[src/rtl/instr_pkg.sv]
// instr_pkg: op/format enumerations and the RV32I encoding table shared by instr_encode and instr_decode.
package instr_pkg;

    localparam int ENC_FIFO_DEPTH = 2;

    typedef enum logic [5:0] {
        OP_LUI, OP_AUIPC, OP_JAL, OP_JALR,
        OP_BEQ, OP_BNE, OP_BLT, OP_BGE, OP_BLTU, OP_BGEU,
        OP_LB, OP_LH, OP_LW, OP_LBU, OP_LHU,
        OP_SB, OP_SH, OP_SW,
        OP_ADDI, OP_SLTI, OP_SLTIU, OP_XORI, OP_ORI, OP_ANDI,
        OP_SLLI, OP_SRLI, OP_SRAI,
        OP_ADD, OP_SUB, OP_SLL, OP_SLT, OP_SLTU, OP_XOR, OP_SRL, OP_SRA, OP_OR, OP_AND
    } op_e;

    typedef enum logic [2:0] {FMT_R, FMT_I, FMT_S, FMT_B, FMT_U, FMT_J, FMT_BAD} fmt_e;

    localparam logic [6:0] OPC_LUI    = 7'b0110111;
    localparam logic [6:0] OPC_AUIPC  = 7'b0010111;
    localparam logic [6:0] OPC_JAL    = 7'b1101111;
    localparam logic [6:0] OPC_JALR   = 7'b1100111;
    localparam logic [6:0] OPC_BRANCH = 7'b1100011;
    localparam logic [6:0] OPC_LOAD   = 7'b0000011;
    localparam logic [6:0] OPC_STORE  = 7'b0100011;
    localparam logic [6:0] OPC_OP_IMM = 7'b0010011;
    localparam logic [6:0] OPC_OP     = 7'b0110011;
    localparam logic [6:0] F7_ALT     = 7'b0100000;

    typedef struct packed {
        fmt_e       fmt;
        logic [6:0] opcode;
        logic [2:0] f3;
        logic [6:0] f7;
    } ctrl_t;

    function automatic ctrl_t op_lookup(logic [5:0] op);
        ctrl_t c;
        c = '{FMT_BAD, 7'd0, 3'd0, 7'd0};
        case (op)
            OP_LUI:   c = '{FMT_U, OPC_LUI, 3'd0, 7'd0};
            OP_AUIPC: c = '{FMT_U, OPC_AUIPC, 3'd0, 7'd0};
            OP_JAL:   c = '{FMT_J, OPC_JAL, 3'd0, 7'd0};
            OP_JALR:  c = '{FMT_I, OPC_JALR, 3'd0, 7'd0};
            OP_BEQ:   c = '{FMT_B, OPC_BRANCH, 3'd0, 7'd0};
            OP_BNE:   c = '{FMT_B, OPC_BRANCH, 3'd1, 7'd0};
            OP_BLT:   c = '{FMT_B, OPC_BRANCH, 3'd4, 7'd0};
            OP_BGE:   c = '{FMT_B, OPC_BRANCH, 3'd5, 7'd0};
            OP_BLTU:  c = '{FMT_B, OPC_BRANCH, 3'd6, 7'd0};
            OP_BGEU:  c = '{FMT_B, OPC_BRANCH, 3'd7, 7'd0};
            OP_LB:    c = '{FMT_I, OPC_LOAD, 3'd0, 7'd0};
            OP_LH:    c = '{FMT_I, OPC_LOAD, 3'd1, 7'd0};
            OP_LW:    c = '{FMT_I, OPC_LOAD, 3'd2, 7'd0};
            OP_LBU:   c = '{FMT_I, OPC_LOAD, 3'd4, 7'd0};
            OP_LHU:   c = '{FMT_I, OPC_LOAD, 3'd5, 7'd0};
            OP_SB:    c = '{FMT_S, OPC_STORE, 3'd0, 7'd0};
            OP_SH:    c = '{FMT_S, OPC_STORE, 3'd1, 7'd0};
            OP_SW:    c = '{FMT_S, OPC_STORE, 3'd2, 7'd0};
            OP_ADDI:  c = '{FMT_I, OPC_OP_IMM, 3'd0, 7'd0};
            OP_SLTI:  c = '{FMT_I, OPC_OP_IMM, 3'd2, 7'd0};
            OP_SLTIU: c = '{FMT_I, OPC_OP_IMM, 3'd3, 7'd0};
            OP_XORI:  c = '{FMT_I, OPC_OP_IMM, 3'd4, 7'd0};
            OP_ORI:   c = '{FMT_I, OPC_OP_IMM, 3'd6, 7'd0};
            OP_ANDI:  c = '{FMT_I, OPC_OP_IMM, 3'd7, 7'd0};
            OP_SLLI:  c = '{FMT_I, OPC_OP_IMM, 3'd1, 7'd0};
            OP_SRLI:  c = '{FMT_I, OPC_OP_IMM, 3'd5, 7'd0};
            OP_SRAI:  c = '{FMT_I, OPC_OP_IMM, 3'd5, F7_ALT};
            OP_ADD:   c = '{FMT_R, OPC_OP, 3'd0, 7'd0};
            OP_SUB:   c = '{FMT_R, OPC_OP, 3'd0, F7_ALT};
            OP_SLL:   c = '{FMT_R, OPC_OP, 3'd1, 7'd0};
            OP_SLT:   c = '{FMT_R, OPC_OP, 3'd2, 7'd0};
            OP_SLTU:  c = '{FMT_R, OPC_OP, 3'd3, 7'd0};
            OP_XOR:   c = '{FMT_R, OPC_OP, 3'd4, 7'd0};
            OP_SRL:   c = '{FMT_R, OPC_OP, 3'd5, 7'd0};
            OP_SRA:   c = '{FMT_R, OPC_OP, 3'd5, F7_ALT};
            OP_OR:    c = '{FMT_R, OPC_OP, 3'd6, 7'd0};
            OP_AND:   c = '{FMT_R, OPC_OP, 3'd7, 7'd0};
            default:  c = '{FMT_BAD, 7'd0, 3'd0, 7'd0};
        endcase
        return c;
    endfunction

    // True when v is representable as a signed value of the given bit width.
    function automatic logic fits_signed(logic [31:0] v, int unsigned bits);
        logic [31:0] s;
        s = $signed(v) >>> (bits - 1);
        return (s == '0) || (s == '1);
    endfunction

endpackage

[src/rtl/instr_encode_if.sv]
// instr_encode_if: field-bundle input handshake and encoded-word output handshake.
// master drives the bundle and out_ready; slave (the encoder) drives in_ready, out_valid, instr, err.
interface instr_encode_if;
    logic        in_valid;
    logic        in_ready;
    logic [5:0]  op;
    logic [4:0]  rs1;
    logic [4:0]  rs2;
    logic [4:0]  rd;
    logic [31:0] imm;
    logic        out_valid;
    logic        out_ready;
    logic [31:0] instr;
    logic        err;
    modport master (
        output in_valid, op, rs1, rs2, rd, imm, out_ready,
        input  in_ready, out_valid, instr, err
    );
    modport slave (
        input  in_valid, op, rs1, rs2, rd, imm, out_ready,
        output in_ready, out_valid, instr, err
    );
endinterface

[src/rtl/instr_pack.sv]
// instr_pack: combinational RV32I field packer.
// Ports: op_i/rs1_i/rs2_i/rd_i/imm_i fields in; instr_o machine word, err_o unencodable flag out.
// Build option INSTR_ENCODE_RANGE_CHECK_EN: flag immediates that do not fit the format.
module instr_pack
    import instr_pkg::*;
(
    input  logic [5:0]  op_i,
    input  logic [4:0]  rs1_i,
    input  logic [4:0]  rs2_i,
    input  logic [4:0]  rd_i,
    input  logic [31:0] imm_i,
    output logic [31:0] instr_o,
    output logic        err_o
);
    ctrl_t       c;
    logic [11:0] imm_lo;
    logic        rng_err;

    assign c = op_lookup(op_i);
    // Immediate shifts keep funct7 in imm[11:5] with only the shamt from the operand.
    assign imm_lo = (c.opcode == OPC_OP_IMM && c.f3[1:0] == 2'b01) ? {c.f7, imm_i[4:0]} : imm_i[11:0];

    always_comb begin
        case (c.fmt)
            FMT_R:   instr_o = {c.f7, rs2_i, rs1_i, c.f3, rd_i, c.opcode};
            FMT_I:   instr_o = {imm_lo, rs1_i, c.f3, rd_i, c.opcode};
            FMT_S:   instr_o = {imm_i[11:5], rs2_i, rs1_i, c.f3, imm_i[4:0], c.opcode};
            FMT_B:   instr_o = {imm_i[12], imm_i[10:5], rs2_i, rs1_i, c.f3, imm_i[4:1], imm_i[11], c.opcode};
            FMT_U:   instr_o = {imm_i[31:12], rd_i, c.opcode};
            FMT_J:   instr_o = {imm_i[20], imm_i[10:1], imm_i[11], imm_i[19:12], rd_i, c.opcode};
            default: instr_o = '0;
        endcase
    end

`ifdef INSTR_ENCODE_RANGE_CHECK_EN
    always_comb begin
        case (c.fmt)
            FMT_I, FMT_S: rng_err = !fits_signed(imm_i, 12);
            FMT_B:        rng_err = !fits_signed(imm_i, 13) || imm_i[0];
            FMT_J:        rng_err = !fits_signed(imm_i, 21) || imm_i[0];
            FMT_U:        rng_err = imm_i[11:0] != '0;
            default:      rng_err = 1'b0;
        endcase
    end
`else
    assign rng_err = 1'b0;
`endif

    assign err_o = (c.fmt == FMT_BAD) || rng_err;

endmodule

[src/rtl/instr_encode.sv]
// instr_encode: RV32I instruction encoder with a 2-entry output FIFO of {err, instr}.
// Ports: clk, rst (async, active-high); bus (instr_encode_if.slave) carries both handshakes.
// Build option INSTR_ENCODE_RANGE_CHECK_EN: forwarded to instr_pack for immediate range errors.
module instr_encode
    import instr_pkg::*;
(
    input logic           clk,
    input logic           rst,
    instr_encode_if.slave bus
);
    logic [32:0] mem_q [ENC_FIFO_DEPTH];
    logic        wr_ptr_q;
    logic        rd_ptr_q;
    logic [1:0]  cnt_q;
    logic [1:0]  cnt_d;
    logic        rdy_q;
    logic        push;
    logic        pop;
    logic [31:0] enc_instr;
    logic        enc_err;

    instr_pack u_pack (
        .op_i    (bus.op),
        .rs1_i   (bus.rs1),
        .rs2_i   (bus.rs2),
        .rd_i    (bus.rd),
        .imm_i   (bus.imm),
        .instr_o (enc_instr),
        .err_o   (enc_err)
    );

    assign push  = bus.in_valid && rdy_q;
    assign pop   = bus.out_valid && bus.out_ready;
    assign cnt_d = cnt_q + {1'b0, push} - {1'b0, pop};

    // in_ready is a register of next-cycle not-full, so it is low throughout reset
    // and never depends combinationally on out_ready.
    always_ff @(posedge clk or posedge rst) begin
        if (rst) begin
            mem_q[0] <= '0;
            mem_q[1] <= '0;
            wr_ptr_q <= 1'b0;
            rd_ptr_q <= 1'b0;
            cnt_q    <= '0;
            rdy_q    <= 1'b0;
        end else begin
            if (push) mem_q[wr_ptr_q] <= {enc_err, enc_instr};
            wr_ptr_q <= wr_ptr_q ^ push;
            rd_ptr_q <= rd_ptr_q ^ pop;
            cnt_q    <= cnt_d;
            rdy_q    <= cnt_d != 2'(ENC_FIFO_DEPTH);
        end
    end

    assign bus.in_ready           = rdy_q;
    assign bus.out_valid          = cnt_q != 2'd0;
    assign {bus.err, bus.instr}   = mem_q[rd_ptr_q];

endmodule

[src/flat_wrapper.sv]
// flat-port wrapper written by rule: the top's interface ports become plain ports
module instr_encode_flat import instr_pkg::*;
  (clk, rst, bus_in_valid, bus_op, bus_rs1, bus_rs2, bus_rd, bus_imm, bus_out_ready, bus_in_ready, bus_out_valid, bus_instr, bus_err);
  instr_encode_if bus_i ();
  input logic clk;
  input logic rst;
  input wire logic [$bits(bus_i.in_valid)-1:0] bus_in_valid;
  input wire logic [$bits(bus_i.op)-1:0] bus_op;
  input wire logic [$bits(bus_i.rs1)-1:0] bus_rs1;
  input wire logic [$bits(bus_i.rs2)-1:0] bus_rs2;
  input wire logic [$bits(bus_i.rd)-1:0] bus_rd;
  input wire logic [$bits(bus_i.imm)-1:0] bus_imm;
  input wire logic [$bits(bus_i.out_ready)-1:0] bus_out_ready;
  output wire logic [$bits(bus_i.in_ready)-1:0] bus_in_ready;
  output wire logic [$bits(bus_i.out_valid)-1:0] bus_out_valid;
  output wire logic [$bits(bus_i.instr)-1:0] bus_instr;
  output wire logic [$bits(bus_i.err)-1:0] bus_err;
  assign bus_i.in_valid = bus_in_valid;
  assign bus_i.op = bus_op;
  assign bus_i.rs1 = bus_rs1;
  assign bus_i.rs2 = bus_rs2;
  assign bus_i.rd = bus_rd;
  assign bus_i.imm = bus_imm;
  assign bus_i.out_ready = bus_out_ready;
  assign bus_in_ready = bus_i.in_ready;
  assign bus_out_valid = bus_i.out_valid;
  assign bus_instr = bus_i.instr;
  assign bus_err = bus_i.err;
  instr_encode u_core (.clk(clk), .rst(rst), .bus(bus_i));
endmodule
[config.mk]
export PLATFORM = sky130hd
export DESIGN_NAME = instr_encode_flat
export DESIGN_NICKNAME = d
export VERILOG_FILES = /design/src/rtl/instr_pkg.sv /design/src/rtl/instr_encode_if.sv /design/src/rtl/instr_pack.sv /design/src/rtl/instr_encode.sv /design/src/flat_wrapper.sv
export SDC_FILE = /design/constraint.sdc
export NUM_CORES = 1
export LEC_CHECK = 0
export BUFFER_PORTS_ARGS = -buffer_cell sky130_fd_sc_hd__buf_4
export CORE_ASPECT_RATIO = 0.7
export CORE_UTILIZATION = 55
export CTS_CLUSTER_DIAMETER = 60
export DETAILED_ROUTE_END_ITERATION = 10
export PLACE_DENSITY = 0.89
export SKIP_LAST_GASP = 1
export SLEW_MARGIN = 10
export SYNTH_ARGS = -nofsm -noshare
export SYNTH_HDL_FRONTEND = slang
export SYNTH_SLANG_ARGS = --single-unit
export TNS_END_PERCENT = 5
[constraint.sdc]
create_clock -name clk -period 2.4 [get_ports clk]
set_input_delay 0.48 -clock clk [delete_from_list [all_inputs] [get_ports clk]]
set_output_delay 0.48 -clock clk [all_outputs]
set_load 0.03 [all_outputs]
==> flow_summary.toml, run 1 <==
[routing]
routedWlPerCell_um = 17.9
dr.pass1.iters = 8
wl_um = 11300
drt-initial-drc-count = 388
drc = 0
route.vias.total = 3790
antenna_left = 0
avgViaCountPerCell = 6.02

[timing]
slew-limit-headroom_pct = 51.0
hold_slack_ns = 0.202
finalCriticalPeriod_ns = 2.26
setup_viol = 0
setup_tns_ns = 0
timing.fmax_ghz = 0.443
period_share_pct = 94.0
maxSlewViolCount = 0
worstMarginPinSlew_ns = 0.729
fin_skew_ns = 0.00659
rsz0062_at_grt = "no"
hold_violations = 0

[global_route]
grt_util_met1_pct = 37.0
grt_max_degree = 70
grt_pass1_vias = 3540
grt.busiest_layer = "met2"
grt_pass1_wl_um = 17300
met2_usage_pct = 48.4
grt.total_usage_pct = 28.6
antenna_found_initial = 0
grt_overflow = 0
met3_usage_pct = 6.32

[logic_synthesis]
yosysUniqueCellTypes = 60
syn_nets = 495
yosysTopAreaCellShare_pct = 41.6
syn_area_sq_um = 4150
syn_inst = 428
synth-async-reset-ratio_pct = 100
yosysMostFrequentCell = "dfrtp_1"
syn_avg_cell_area_sq_um = 9.70
seq_area_frac_synth_pct = 41.6
synth_flop_cell = "dfrtp_1"
yosysWarnings = 0
ys_seq_elements = 69
synth.top_cells.by_area = "dfrtp_1, mux2_2, a21oi_1"
yosys-top-cells-count = "dfrtp_1, a21oi_1, nor2_1"
synth_edf_count = 0
synth_top_area_cell = "dfrtp_1"

[final_layout]
final_nets = 595
num_antenna_cells = 0
drive_gt1_share_pct = 38.5
post-route-util_pct = 72.2
nFillCells = 533
syn_to_final_growth_pct = 26.8

[die]
die_h_um = 74.7
initial_utilization_pct = 57.0
die_x_um = 106
num_rows = 26
core_sq_um = 7290
die_area_sq_um = 7900
pin_count = 92

[power_and_ir_drop]
ir_drop_mv = 1.37
power_leakage_nw = 2.40
power_density_nw_per_um2 = 1240

[critical_path]
crit_type = "in -> reg"
worst_setup_path_start_kind = "input pin"
rr_endpoint = "u_core.bus.in_ready$_DFF_PP0_"
cp-end-kind = "flop"
path_max_fanout = 14
r2r.worst_path.cells = 8
worstPathArrival_ns = 2.44
rrSetupSlack_ns = 0.49
r2r_start = "u_core.cnt_q[1]$_DFF_PP0_"
cp_data_required_time_ns = 2.58

[cts]
cts_resized = 0
clk_pin_slew_ns = 0.07
insertion_delay_ns = 0.34
clock-root-buffer = "clkbuf_8"
cts.sinks = 69
cts_setup_buffers = 0
cts_max_level = 3
hold_buffers = 0
cts_tree = "built"
cts_buffer_depth = 2
cts-buffers-inserted = 9

[placement]
gp_congestion = 1.02
post-dp-hpwl_um = 8220
port-buffer-count = 91

[run]
drv_cap = 0

[outcome]
status = "finished clean"

[worst_hold_path]
hold_class = "in -> async"
==> area by class of cell <==
cell class	instances	area, sq um	share of cell area, %
clock buffer	10	138	2.62
clock inverter	5	36.3	0.689
inverter	14	52.6	0.999
multi-input combinational	310	2210	41.9
sequential	69	1730	32.8
tap	98	123	2.33
timing repair buffer	124	981	18.6
==> critical path, stage by stage <==
cell and delay (ns):
buf_4 0.12, inv_1 0.08, ha_1 0.33, inv_1 0.09, mux4_2 0.23, a21oi_1 0.06
o22a_1 0.24, o311ai_4 0.65, a21oi_1 0.16
==> power breakdown <==
| group | switching [mW] | internal, mW | leakage, nW | total [mW] |
|---|---|---|---|---|
| Clock | 0.437 | 0.398 | 0.0808 | 0.835 |
| Combinational | 2.09 | 1.56 | 1.49 | 3.65 |
| Sequential | 0.299 | 1.73 | 0.825 | 2.03 |
==> sequential cells by signal (all words and copies together), names as in the netlist <==
name / count
u_core.bus.in_ready: 1
u_core.wr_ptr_q: 1
u_core.mem_q: 64
u_core.cnt_q: 2
u_core.rd_ptr_q: 1
==> worst max-delay path by stage <==
stage                    from                            to  slack (ns)  cells past startpoint
global route        bus_op[0]  u_core.mem_q[29]$_DFFE_PP0P_        0.06                      9
floorplan           bus_op[1]  u_core.mem_q[26]$_DFFE_PP0P_        0.08                     10
finish              bus_op[0]  u_core.mem_q[29]$_DFFE_PP0P_        0.14                      9
CTS                 bus_op[0]  u_core.mem_q[64]$_DFFE_PP0P_        0.18                      9
global placement    bus_op[0]  u_core.mem_q[64]$_DFFE_PP0P_       -0.09                      9
detailed placement  bus_op[0]  u_core.mem_q[64]$_DFFE_PP0P_       -0.19                      9
==> placed cells by master (no fill, tap or decap), drive strengths merged, types with 9 or more instances in the layout <==
cell / Yosys / routed
clkbuf: 17 / 10
nand2b: 19 / 19
nor2: 47 / 47
a21oi: 63 / 63
and2: 9 / 9
buf: 18 / 124
dfrtp: 69 / 69
inv: 14 / 15
and3: 16 / 16
o22ai: 14 / 14
nand2: 14 / 14
mux2: 45 / 45
ha: 10 / 10
==> kinds of logic (layout without fill, tap and decap cells) <==
family	count (synthesis)	after routing	share of synthesized area (%)
and+or+nand+nor	127	127	16.8
AOI/OAI and AO/OA	121	121	19.1
DFF	69	69	41.6
buffers and inverters	49	153	5.37
muxes	47	47	13.0
adders and majority gates	11	11	3.29
xor gates and xnor gates	4	4	0.844
==> routing by layer <==
metal	part of all wire [%]	wire length, um
met2	49	5540
met5	0	0
met4	1.8	208
met3	7.4	834
met1	42	4720
==> through the flow <==
step	instances	cell area, sq um	power, mW	worst slack [ns]
2_1_floorplan	428	4150	4.44	0.0841
3_3_place_gp	615	5090	5.48	-0.0868
3_5_place_dp	615	5090	5.67	-0.189
4_1_cts	630	5260	6.53	0.176
5_1_grt	630	5260	6.87	0.0560
6_report	630	5260	6.51	0.144
(Power assumes the default switching activity.)
==> run 2: changes to the inputs <==
--- a/config.mk
+++ b/config.mk
@@ -6,11 +6,13 @@
 export NUM_CORES = 1
 export LEC_CHECK = 0
 export BUFFER_PORTS_ARGS = -buffer_cell sky130_fd_sc_hd__buf_4
+export CELL_PAD_IN_SITES_DETAIL_PLACEMENT = 1
+export CELL_PAD_IN_SITES_GLOBAL_PLACEMENT = 1
 export CORE_ASPECT_RATIO = 0.7
-export CORE_UTILIZATION = 55
+export CORE_UTILIZATION = 38
 export CTS_CLUSTER_DIAMETER = 60
 export DETAILED_ROUTE_END_ITERATION = 10
-export PLACE_DENSITY = 0.89
+export PLACE_DENSITY = 0.85
 export SKIP_LAST_GASP = 1
 export SLEW_MARGIN = 10
 export SYNTH_ARGS = -nofsm -noshare
==> constraint.sdc (replaced) <==
create_clock -name clk -period 1.9 [get_ports clk]
set_input_delay 0.38 -clock clk [delete_from_list [all_inputs] [get_ports clk]]
set_output_delay 0.38 -clock clk [all_outputs]
set_load 0.03 [all_outputs]
==> run 2 against run 1 <==
- the run now ends with negative setup slack left
- sequential power rose by 28%
- combinational power increased by 38%
- routed wire length up 33%
- worst hold slack worse by 0.056 ns
- clock skew shrank 0.0043 ns
- core utilization is 14 points lower
- register-to-register slack lost 0.55 ns
- critical path type unchanged
- critical endpoint is now u_core.mem_q[24]$_DFFE_PP0P_
- largest cell class unchanged
- largest power group unchanged
- highest routed layer unchanged
==> flow_summary.toml, run 2 (same netlist as run 1, synthesis figures left out) <==
[outcome]
status = "finished, violations left"
violations = "negative setup slack"

[die]
die_area_sq_um = 11400
die_h_um = 89.4
pin_count = 92
core_sq_um = 10500
die_x_um = 127
initial_utilization_pct = 39.6
num_rows = 31

[timing]
finalCriticalPeriod_ns = 2.22
fin_skew_ns = 0.00230
rsz0062_at_grt = "yes"
worstMarginPinSlew_ns = 0.471
slew-limit-headroom_pct = 68.6
maxSlewViolCount = 0
hold_violations = 0
hold_slack_ns = 0.146
period_share_pct = 117
timing.fmax_ghz = 0.450
setup_viol = 51
setup_slack_ns = -0.320
setup_tns_ns = -5.80

[final_layout]
regMostFlops = "u_core.mem_q"
final_nets = 645
layout_commonest_cell = "buf_4"
layout_common_cells = "buf_4, dfrtp_1, a21oi_1"
largest_reg_flops = 64
syn_to_final_growth_pct = 47.6
num_antenna_cells = 0
stdcell_area_sq_um = 6130
post-route-util_pct = 58.5
drive_gt1_share_pct = 47.5
instances_no_fill = 715
reg_top3 = "u_core.mem_q x64, u_core.cnt_q x2"

[routing]
avgViaCountPerCell = 5.64
wl_met3_um = 731
dr.pass1.iters = 5
route.vias.total = 4032
wl_met1_um = 6230
drt-initial-drc-count = 192
met2WireLength_um = 7530
top_layer = "met4"
wl_um = 15000
drc = 0
antenna_left = 0
routedWlPerCell_um = 21.0

[placement]
preCtsSetupSlack_ns = -0.707
placed_cells = 678
port-buffer-count = 91
gp_congestion = 0.838
placed_area_sq_um = 5460
post-dp-hpwl_um = 9920

[power_and_ir_drop]
ir_drop_mv = 1.14
power_leakage_nw = 2.78
power_density_nw_per_um2 = 1530
power_mw = 9.35

[cts]
cts_buffer_depth = 2
cts-buffers-inserted = 9
clock-root-buffer = "clkbuf_16"
clk_pin_slew_ns = 0.06
hold_buffers = 0
cts.sinks = 69
cts_tree = "built"
insertion_delay_ns = 0.34
cts_max_level = 3

[critical_path]
critPathSlowestCell = "or4_4"
slowest_delay_ns = 0.54
crit_type = "in -> reg"
cp_data_required_time_ns = 2.12
path_max_fanout = 5
cp-end-kind = "flop"
crit_chain = "buf_8, buf_12, ha_4, and3b_1, or4_4, nand2b_4, o31ai_4, buf_4, a222oi_1, buf_4, a21oi_1"
r2r.worst_path.cells = 8
cp_common_cell = "buf_4"
worst_setup_path_start_kind = "input pin"
crit_family = "simple AND/OR/NAND/NOR gates"
path_buf_inv = 4
worstPathArrival_ns = 2.44
cp.depth = 11

[global_route]
grt.total_usage_pct = 26.1
grt_pass1_wl_um = 22500
grt_overflow = 0
grt_pass1_vias = 4341
antenna_found_initial = 0
grt_max_degree = 70

[worst_hold_path]
hold_class = "in -> async"

[run]
drv_cap = 0
run 2: final timing paths:
| check | from | endpoint | slack, ns |
|---|---|---|---|
| max | bus_op[0] | u_core.mem_q[24]$_DFFE_PP0P_ | -0.32 |
| min | rst | u_core.mem_q[26]$_DFFE_PP0P_ | 0.15 |
| max reg2reg | u_core.cnt_q[1]$_DFF_PP0_ | u_core.bus.in_ready$_DFF_PP0_ | -0.06 |
| min reg2reg | u_core.mem_q[6]$_DFFE_PP0P_ | u_core.mem_q[6]$_DFFE_PP0P_ | 0.50 |
| max in group asynchronous | rst | u_core.mem_q[38]$_DFFE_PP0P_ | 1.45 |
| min in group clk | bus_out_ready | u_core.rd_ptr_q$_DFF_PP0_ | 0.35 |
run 2: cell type report:
cell class | count | area, sq um
clock buffer | 13 | 260
fill | 1150 | 4350
timing repair buffer | 174 | 1500
sequential | 69 | 1730
tap | 132 | 165
inverter | 14 | 61.3
clock inverter | 3 | 43.8
multi-input combinational | 310 | 2370
run 2: layer usage:
metal / global-route usage [%] / up-vias
met3: 6.22 / 41
met5: 0 / -
met2: 46.6 / 132
met1: 31.2 / 2025
met4: 9.74 / 0
li1: - / 1834
run 2: worst min-delay path: cells and delay by family:
family / cells / cell delay (ns)
buffers and inverters: 3 / 0.51
run 2: timing repair:
action | CTS | global route
pin swaps | 15 | 10
endpoints found under the hold margin | 0 | 0
resized for setup | 14 | 15
setup buffers | 14 | 6
cloned | 1 | 0
setup endpoints to repair | 54 | 82
run 2: report_power, final:
| part | internal (mW) | total (mW) | switching [mW] |
|---|---|---|---|
| sequential | 2.19 | 2.59 | 0.402 |
| clock | 1.09 | 1.74 | 0.646 |
| combinational | 2.20 | 5.02 | 2.82 |
==> run 3: changes to the inputs <==
--- a/config.mk
+++ b/config.mk
@@ -12,7 +12,7 @@
 export CORE_UTILIZATION = 38
 export CTS_CLUSTER_DIAMETER = 60
 export DETAILED_ROUTE_END_ITERATION = 10
-export PLACE_DENSITY = 0.85
+export PLACE_DENSITY_LB_ADDON = 0.1
 export SKIP_LAST_GASP = 1
 export SLEW_MARGIN = 10
 export SYNTH_ARGS = -nofsm -noshare
==> run 3 against run 2 <==
- the flow still finishes with violations (negative setup slack)
- global-route usage fell by 2.1 points
- critical path depth shrank 2
- first-iteration DRC count shrank 5.2%
- largest power group unchanged
==> flow_summary.toml, run 3 (same netlist as run 1, synthesis figures left out) <==
[outcome]
status = "finished, violations left"
violations = "negative setup slack"

[global_route]
grt.total_usage_pct = 24.0
grt_pass1_vias = 3970
antenna_found_initial = 0
grt_pass1_wl_um = 20600
grt_max_degree = 70
grt_overflow = 0

[die]
num_rows = 31
core_sq_um = 10500
die_h_um = 89.4
initial_utilization_pct = 39.6
pin_count = 92
die_x_um = 127
die_area_sq_um = 11400

[cts]
cts_buffer_depth = 2
cts-buffers-inserted = 9
clock-root-buffer = "clkbuf_16"
insertion_delay_ns = 0.34
cts_tree = "built"
cts_max_level = 3
hold_buffers = 0
clk_pin_slew_ns = 0.06
cts.sinks = 69

[final_layout]
num_antenna_cells = 0
layout_commonest_cell = "buf_4"
syn_to_final_growth_pct = 42.9
reg_top3 = "u_core.mem_q x64, u_core.cnt_q x2"
stdcell_area_sq_um = 5930
multi_input_area_sq_um = 2340
regMostFlops = "u_core.mem_q"
nFillCells = 1166
final_nets = 629
register_area_sq_um = 1730
largest_reg_flops = 64
drive_gt1_share_pct = 46.4
layout_common_cells = "buf_4, dfrtp_1, a21oi_1"

[timing]
worstMarginPinSlew_ns = 0.476
hold_violations = 0
period_share_pct = 101
slew-limit-headroom_pct = 67.8
setup_slack_ns = -0.0184
rsz0062_at_grt = "yes"
maxSlewViolCount = 0
setup_tns_ns = -0.0432
fin_skew_ns = 0.00436
setup_viol = 6
timing.fmax_ghz = 0.521
finalCriticalPeriod_ns = 1.92

[routing]
wl_um = 12900
dr.pass1.iters = 5
drc = 0
drt-initial-drc-count = 182
antenna_left = 0
routedWlPerCell_um = 18.5
avgViaCountPerCell = 5.34
route.vias.total = 3731

[power_and_ir_drop]
power_mw = 9.27
ir_drop_mv = 0.867
power_leakage_nw = 2.69
power_density_nw_per_um2 = 1560

[placement]
post-dp-hpwl_um = 9110
placed_area_sq_um = 5420
port-buffer-count = 91
gp_congestion = 0.848

[critical_path]
cp_common_cell = "buf_12"
crit_type = "in -> reg"
slowest_delay_ns = 0.46
critPathSlowestCell = "or4_4"
cp-end-kind = "flop"
path_max_fanout = 12
cp-startpoint = "bus_op[1]"
r2r_start = "u_core.cnt_q[1]$_DFF_PP0_"
cp_data_required_time_ns = 2.17
crit_chain = "buf_8, ha_4, and3b_1, or4_4, and2b_4, o311ai_4, buf_12, buf_12, a21oi_2"
worstPathArrival_ns = 2.19
worst_setup_path_start_kind = "input pin"

[run]
drv_cap = 0

[worst_hold_path]
hold_class = "in -> async"
## run 3: cell types whose count changed in the layout (fill, tap and decap cells not counted), sizes merged
cell | previous run | this run
buf | 174 | 158
bufinv | 1 | 2
clkbuf | 13 | 11
clkinv | 2 | 3
## run 3: worst paths after layout
check / endpoint / slack [ns] / depth (start not counted)
worst max-delay path: u_core.mem_q[59]$_DFFE_PP0P_ / -0.02 / 9
worst min-delay path: u_core.mem_q[51]$_DFFE_PP0P_ / 0.13 / 3
worst max register to register: u_core.bus.in_ready$_DFF_PP0_ / 0.03 / 8
worst min register to register: u_core.mem_q[38]$_DFFE_PP0P_ / 0.51 / 1
max in group asynchronous: u_core.mem_q[6]$_DFFE_PP0P_ / 1.45 / 3
min in group clk: u_core.rd_ptr_q$_DFF_PP0_ / 0.35 / 3
## run 3: timing repair
item	4_1_cts	5_1_grt
setup endpoints to repair	31	82
buffers inserted	8	1
pin swaps	8	10
gates resized for setup	6	15
## run 3: critical path: cells and delay by family
| kind | cells | cell delay (ns) |
|---|---|---|
| simple gates | 3 | 0.98 |
| buf+inv | 3 | 0.42 |
| compound gates | 2 | 0.23 |
| fa+ha+maj | 1 | 0.17 |
## run 3: cell type report
| class | count | share of cell area, % |
|---|---|---|
| Clock inverter | 5 | 1.39 |
| Inverter | 14 | 1.03 |
| Tap cell | 132 | 2.78 |
| Clock buffer | 11 | 4.26 |
| Sequential cell | 69 | 29.1 |
| Multi-Input combinational cell | 310 | 39.4 |
| Timing Repair Buffer | 158 | 22.0 |
## run 3: routing by layer
metal  vias to the layer above  part of all wire [%]  global-route usage (%)
li1                       1804                     -                       -
met1                      1842                    48                    32.7
met2                        75                    47                    39.6
met3                        10                   4.1                    4.31
met4                         0                  0.72                    6.60
met5                         -                     0                       0
## run 3: power by group
part,internal [mW],leakage (nW),switching [mW]
sequential,2.19,0.825,0.368
combinational,2.15,1.70,2.70
clock,1.22,0.166,0.648
total,5.55,2.69,3.72
## run 3: per-stage QoR
stage	setup slack (ns)	cells	utilization (%)	hold slack, ns
after global placement	-0.560	674	51.8	0.484
after detailed placement	-0.714	674	51.8	0.492
final	-0.0184	699	56.6	0.130
after CTS	-0.0503	698	55.9	0.156
after global routing	-0.0947	699	56.6	0.178
after floorplan	-0.154	428	-	0.458
